[src/rtl/pipe_fetchq.sv]
// Purpose: 4-entry instruction fetch queue decoupling IF {pc4, ins} from ID; flush empties it.
// Latency: 1 cycle from an accepted push to out_valid (no bypass); the head is shown straight from storage.
// Backpressure: wpcir=0 while full (comes from the registered count only); id_ready pops the head when out_valid.
//
// Ports:
//   clock, resetn        : clock and synchronous active-low reset
//   pc4, ins, in_valid   : fetched PC+4 and instruction word from IF, qualified by in_valid
//   id_ready             : ID consumes the head entry this cycle
//   flush                : taken branch/jump; discards queued and incoming entries
//   dpc4, inst           : head entry (zero when empty; inst=0 is a NOP into ID)
//   out_valid            : head entry valid (count != 0)
//   wpcir                : IF may advance PC/IR (count != DEPTH)
//   count                : number of occupied entries, 0..DEPTH
module pipe_fetchq #(
  parameter int DEPTH = 4
) (
  input  logic        clock,
  input  logic        resetn,
  input  logic [31:0] pc4,
  input  logic [31:0] ins,
  input  logic        in_valid,
  input  logic        id_ready,
  input  logic        flush,
  output logic [31:0] dpc4,
  output logic [31:0] inst,
  output logic        out_valid,
  output logic        wpcir,
  output logic [2:0]  count
);

  localparam int PTR_W = $clog2(DEPTH);
  localparam logic [PTR_W-1:0] PTR_ONE  = PTR_W'(1);
  localparam logic [2:0]       FULL_CNT = 3'(DEPTH);
  localparam logic [2:0]       CNT_ONE  = 3'd1;

  typedef struct packed {
    logic [31:0] pc4;
    logic [31:0] ins;
  } entry_t;

  // Storage is deliberately not reset: an entry is only visible once count covers it.
  entry_t           mem_q [DEPTH];

  logic [PTR_W-1:0] wr_ptr_q, wr_ptr_d;
  logic [PTR_W-1:0] rd_ptr_q, rd_ptr_d;
  logic [2:0]       count_q,  count_d;

  logic             push;
  logic             pop;
  entry_t           head;

  // Status comes only from the registered count, so IF never sees a
  // combinational path from in_valid, id_ready or flush.
  assign out_valid = (count_q != 3'd0);
  assign wpcir     = (count_q != FULL_CNT);
  assign count     = count_q;

  // Flush cancels both directions in the same cycle.
  assign push = in_valid & wpcir & ~flush;
  assign pop  = out_valid & id_ready & ~flush;

  always_comb begin
    wr_ptr_d = wr_ptr_q;
    rd_ptr_d = rd_ptr_q;
    count_d  = count_q;
    if (flush) begin
      // Collapse onto the current write pointer; the stale entries become unreachable.
      wr_ptr_d = wr_ptr_q;
      rd_ptr_d = wr_ptr_q;
      count_d  = 3'd0;
    end else begin
      if (push) begin
        wr_ptr_d = wr_ptr_q + PTR_ONE;
      end
      if (pop) begin
        rd_ptr_d = rd_ptr_q + PTR_ONE;
      end
      case ({push, pop})
        2'b10:   count_d = count_q + CNT_ONE;
        2'b01:   count_d = count_q - CNT_ONE;
        default: count_d = count_q;
      endcase
    end
  end

  always_ff @(posedge clock) begin
    if (!resetn) begin
      wr_ptr_q <= '0;
      rd_ptr_q <= '0;
      count_q  <= 3'd0;
    end else begin
      wr_ptr_q <= wr_ptr_d;
      rd_ptr_q <= rd_ptr_d;
      count_q  <= count_d;
    end
  end

  // Writes are gated by push, which already excludes flush; reset does not
  // need to block them because count is cleared alongside.
  always_ff @(posedge clock) begin
    if (push) begin
      mem_q[wr_ptr_q] <= '{pc4: pc4, ins: ins};
    end
  end

  assign head = mem_q[rd_ptr_q];
  assign dpc4 = out_valid ? head.pc4 : 32'h0;
  assign inst = out_valid ? head.ins : 32'h0;

endmodule

[config.mk]
export PLATFORM = sky130hd
export DESIGN_NAME = pipe_fetchq
export DESIGN_NICKNAME = d
export VERILOG_FILES = /design/src/rtl/pipe_fetchq.sv
export SDC_FILE = /design/constraint.sdc
export NUM_CORES = 1
export LEC_CHECK = 0
export ABC_CLOCK_PERIOD_IN_PS = 4100
export BUFFER_PORTS_ARGS = -buffer_cell sky130_fd_sc_hd__buf_2
export CAP_MARGIN = 20
export CORE_AREA = 2 2 134 136
export DETAILED_ROUTE_END_ITERATION = 16
export DIE_AREA = 0 0 136 138
export GPL_TIMING_DRIVEN = 0
export PLACE_DENSITY = 0.84
export SLEW_MARGIN = 10
export SYNTH_ARGS = -nofsm -noshare
export SYNTH_HDL_FRONTEND = slang
export SYNTH_SLANG_ARGS = --single-unit
export TNS_END_PERCENT = 30
[constraint.sdc]
create_clock -name clock -period 4.1 [get_ports clock]
set_clock_uncertainty 0.15 [all_clocks]
set_input_delay 0.82 -clock clock [delete_from_list [all_inputs] [get_ports clock]]
set_output_delay 0.82 -clock clock [all_outputs]
set_load 0.02 [all_outputs]
Word level (Yosys, flattened, before mapping) --
Memories as Yosys holds them, arrays and structs flattened. A register that Yosys moved wholly into a read port is not among the register bits. Index checks and enable logic that the tools add are counted.
Operators by class: reduce and logical (&&, ||, !) cells 5, div/mod/pow operators 0, eq/ne operators 3, mux-type cells 9, order comparisons 0, bitwise gates (word level) 6, multiply operators 0, add/subtract/negate cells 4, shift operators 0
Operators with widths (count):
- $mux 32 | 2
- $mux 2 | 4
- $pmux 3 s2 | 1
- $add 2x1->2 const B | 2
- $and 1x1->1 | 4
- $reduce_bool 2->1 | 2
- $add 3x1->3 const B | 1
- $ne 3x3->1 const B | 1
- $reduce_bool 3->1 | 1
- $sub 3x1->3 const B | 1
- $eq 2x1->1 const B | 1
- $eq 2x2->1 const B | 1
- $mux 1 | 2
- $not 1->1 | 2
- $reduce_and 2->1 | 1
- $reduce_or 2->1 | 1
Storage, ports and cells: memories kept 1, output and inout port bits 69, bits in latches 0, bits in registers 7, RAM bits 256, input bits 69, bits in read-only memories 0
Memory list:
- mem_q | depth 4, width 64, rd ports 1, clocked after memory_dff 1, write ports 1, line 42 | entry_t mem_q [DEPTH];

Depth between registers and ports, before layout --
depth in word-level cells 7, depth in mapped cells 10, gate-level depth less buffers 9

Worst setup path after synthesis --
No wires, ideal clock.
kind register to register, from register count_q[2], in the netlist count[2], to register count_q[2], in the netlist count[2], setup time 0.070 ns, data arrival time 2.606 ns, slack 1.274 ns, clock period less this slack 2.826 ns, cell stages (with the launch flop) 11, data required time 3.880 ns, path through dfxtp_1 > or3b_1 > and3_1 > buf_6 > inv_1 > ha_1 > inv_1 > fa_1 > xor2_1 > or3_2 > a21oi_1
Between the ends: longest elaborated chain between the ends 5
Ends and longest elaborated chain:
- start: declaration | line 46 | logic [2:0] count_q, count_d;
- start signal: assignment | line 94 | count_q <= count_d;
- $ne 3x3->1 (*) | line 55 | assign wpcir = (count_q != FULL_CNT);
- named net wpcir | line 27 | output logic wpcir,
- $and 1x1->1 (*) (2 in a row) | line 59 | assign push = in_valid & wpcir & ~flush;
- $eq 2x1->1 / $eq 2x2->1 (equally long branches) | line 78 | case ({push, pop})
- $pmux 3 s2 / $reduce_bool 2->1 (equally long branches)
Mark *: on every way through the listed nets, which the timed path passes. The rest lies on a longest branch. A chain may end at the register's enable or synchronous reset.

Final worst setup path --
from register count_q[0], in the netlist count[0], to output dpc4[4]
Between the ends: longest elaborated chain between the ends 2
Ends and longest elaborated chain:
- $reduce_bool 3->1 | line 54 | assign out_valid = (count_q != 3'd0);
- $mux 32 | line 107 | assign dpc4 = out_valid ? head.pc4 : 32'h0;
- end: declaration | line 24 | output logic [31:0] dpc4,
Every way passes these cells.

==> impl_metrics.csv <==
group,metric,value,unit
floorplanning,start_util,58.0,%
critical_path,critPathLaunchType,"flip-flop",
global_routing,overflow,0,
place,placed_cells,830,
finish,final_cells,877,
place,port_buffers,137,
global_routing,grt_max_degree,42,
global_routing,grt_pass1_vias,5188,
pwr,switching_power,1.14,mW
finish,multi_input_comb_area,0.00213,mm2
pwr,power_density,462,mW/mm2
floorplanning,io_pins,138,
critical_path,reg2reg_depth,10,
yosys,avgSynthCellArea,22.1,um2
clock_network,worstSkewPairLatency,0.53,ns
drt,detail_route.iter0.violations,360,
outcome,status,"finished, final reports clean",
drt,wirelength,17800,um
pwr,p_int,4.42,mW
finish,num_antenna_cells,0,
drt,first_pass_iters,4,
yosys,ys_ff_latch,265,
pwr,p_sw_share,20.5,%
sta,hold_slack,0.355,ns
finish,area_delta_synth_final,18.4,%
critical_path,worstSetupPathType,"flip-flop to output pin",
finish,fillerInstances,1135,
clock_network,cts_resized,0,
clock_network,clk_pin_slew,0.06,ns
yosys,synthTopCellsByCount,"edfxtp_1, and2_1, mux4_2",
critical_path,end_kind,"output pin",
sta,worst_pin_slew,0.606,ns
sta,setup_viol,0,
yosys,synth_warnings,0,
place,globalplace.congestion,0.760,
sta,relSlewSlack,59.6,%
yosys,synth_cell_types,23,
sta,drv_slew,0,
sta,timing.final.crit_share,84.5,%
sta,worst_slack,0.634,ns
floorplanning,die_h,138,um
critical_path,critical_path_arrival,2.50,ns
clock_network,cts_tree,"done",
job,max_cap_viol_count,0,
drt,dr_total_vias,4884,
clock_network,cts_hold_buf,0,
floorplanning,row_count,49,
sta,fin_crit,3.47,ns
pwr,p_seq_share,54.8,%
floorplanning,dieWidth,136,um
finish,layout-drive-gt1-share,39.8,%
sta,finalHoldViolCount,0,
sta,grt_setup_unrepaired,"false",
yosys,synthTopCellsByArea,"edfxtp_1, mux4_2, and2_1",
finish,seq_area,0.00787,mm2
drt,drc,0,
yosys,synth.yosys.seq_area_share,77.4,%
pwr,fin_total_pwr,5.56,mW
global_routing,antenna_found_initial,0,
yosys,yosysTopAreaCell,"edfxtp_1",
min_path,holdPathStages,1,
yosys,synth-main-ff-cell,"edfxtp_1",
yosys,synth-edff-count,256,
place,place.detailed.hpwl,11100,um
yosys,syn_nets,535,
clock_network,cts_buffers,26,
drt,ant_nets,0,
clock_network,clkSinkCount,265,
sta,fmax,289,MHz
finish,final_nets,704,
drt,wl_per_cell,20.3,um
clock_network,ctsRootBufferMaster,"clkbuf_16",
clock_network,clock_path_buffers,3,
global_routing,grt.total_usage,19.4,%
floorplanning,core,0.0175,mm2
clock_network,h-tree-depth,1,
place,place_ws,1.14,ns
yosys,netlist.area_leader.share,75.6,%
yosys,synth_most_common_cell,"edfxtp_1",
pwr,p_clk_share,39.0,%
pwr,p_leak,4.22,nW
min_path,hold_class,"input port to flip-flop",
global_routing,grt_first_pass_wirelength,27800,um
clock_network,postCtsSetupBuffers,0,
yosys,synth.cell_area,0.0102,mm2
yosys,async_reset_ff_share,0,%
floorplanning,die-area,0.0188,mm2
critical_path,critPathMaxFanout,10,
sta,tns,0,ns
pwr,combinationalPowerShare,6.2,%
critical_path,worstPathRequired,3.13,ns
pwr,vdd_drop_max,0.000379,V
drt,via_per_inst,5.57,
yosys,post_synth_inst_count,460,
## metal layers
layer | routed length (um) | global-route usage [%] | vias up
met4 | 342 | 5.21 | 0
met2 | 9050 | 32.2 | 173
met5 | 0 | 0 | -
met1 | 7280 | 26.7 | 2492
met3 | 1130 | 3.70 | 21
li1 | - | - | 2198
## cell families (layout without fill, tap and decap cells)
family / Yosys count / after routing / share of synthesized area (%)
flip-flops: 265 / 265 / 77.4
adder cells (fa/ha/maj): 6 / 6 / 0.812
AO/OA/AOI/OAI: 9 / 9 / 0.505
buffers and inverters: 29 / 217 / 1.74
XOR/XNOR: 4 / 4 / 0.345
multiplexers: 66 / 66 / 14.4
AND/OR/NAND/NOR: 81 / 81 / 4.85
## cell usage in the layout (no fill, tap or decap), types with 2 or more instances in the layout
master / instances
o21ai_0: 3
and2_4: 4
buf_6: 8
mux4_2: 64
nand2_1: 5
and2_1: 64
clkinv_1: 7
clkbuf_16: 26
dfxtp_1: 9
clkinv_2: 4
buf_16: 4
buf_2: 143
edfxtp_1: 256
nor2_1: 4
a21oi_1: 4
xor2_1: 4
inv_1: 7
clkbuf_1: 14
ha_1: 5
mux2i_1: 2
## per-stage QoR
| step | area (um2) | utilization, % |
|---|---|---|
| final | 12000 | 68.6 |
| after global routing | 12000 | 68.6 |
| after CTS | 12000 | 68.6 |
| after detailed placement | 11300 | 64.2 |
| after global placement | 11100 | 63.5 |
| after floorplan | 10200 | - |
## area by class of cell
cell class / count / area share (%)
repair buffers: 141 / 6.61
clock inverters: 15 / 0.904
clock buffers: 32 / 5.59
multi-input cells: 166 / 17.7
flip-flops and latches: 265 / 65.4
inverters: 7 / 0.218
well taps: 229 / 2.38
plain buffers: 22 / 1.25
## sequential cells by signal, indices dropped and copies added, names as in the netlist, named ones only
register	flops
count	3
mem_q	256
rd_ptr_q	2
wr_ptr_q	2
## critical path, stage by stage (launching register included)
cell and delay [ns]:
dfxtp_1 0.45, or3_1 0.19, clkbuf_1 0.43, clkbuf_1 0.48
and2_1 0.24, buf_2 0.17
## final timing paths
| check | from | to | slack (ns) |
|---|---|---|---|
| worst max-delay path | count[0] | dpc4[4] | 0.63 |
| worst max register to register | count[2] | count[2] | 1.31 |
| worst min register to register | wr_ptr_q[1] | wr_ptr_q[1] | 0.38 |
| worst min-delay path | ins[10] | mem_q[0][10] | 0.35 |
## power by group through the flow
stage	Combinational, mW	Sequential (mW)	Clock [mW]
global route	0.377	3.05	2.31
finish	0.347	3.04	2.17
floorplan	0.218	3.10	0
CTS	0.354	3.05	2.21
global placement	0.330	3.10	0
detailed placement	0.352	3.10	0
Power figures use the tool's default switching activity.
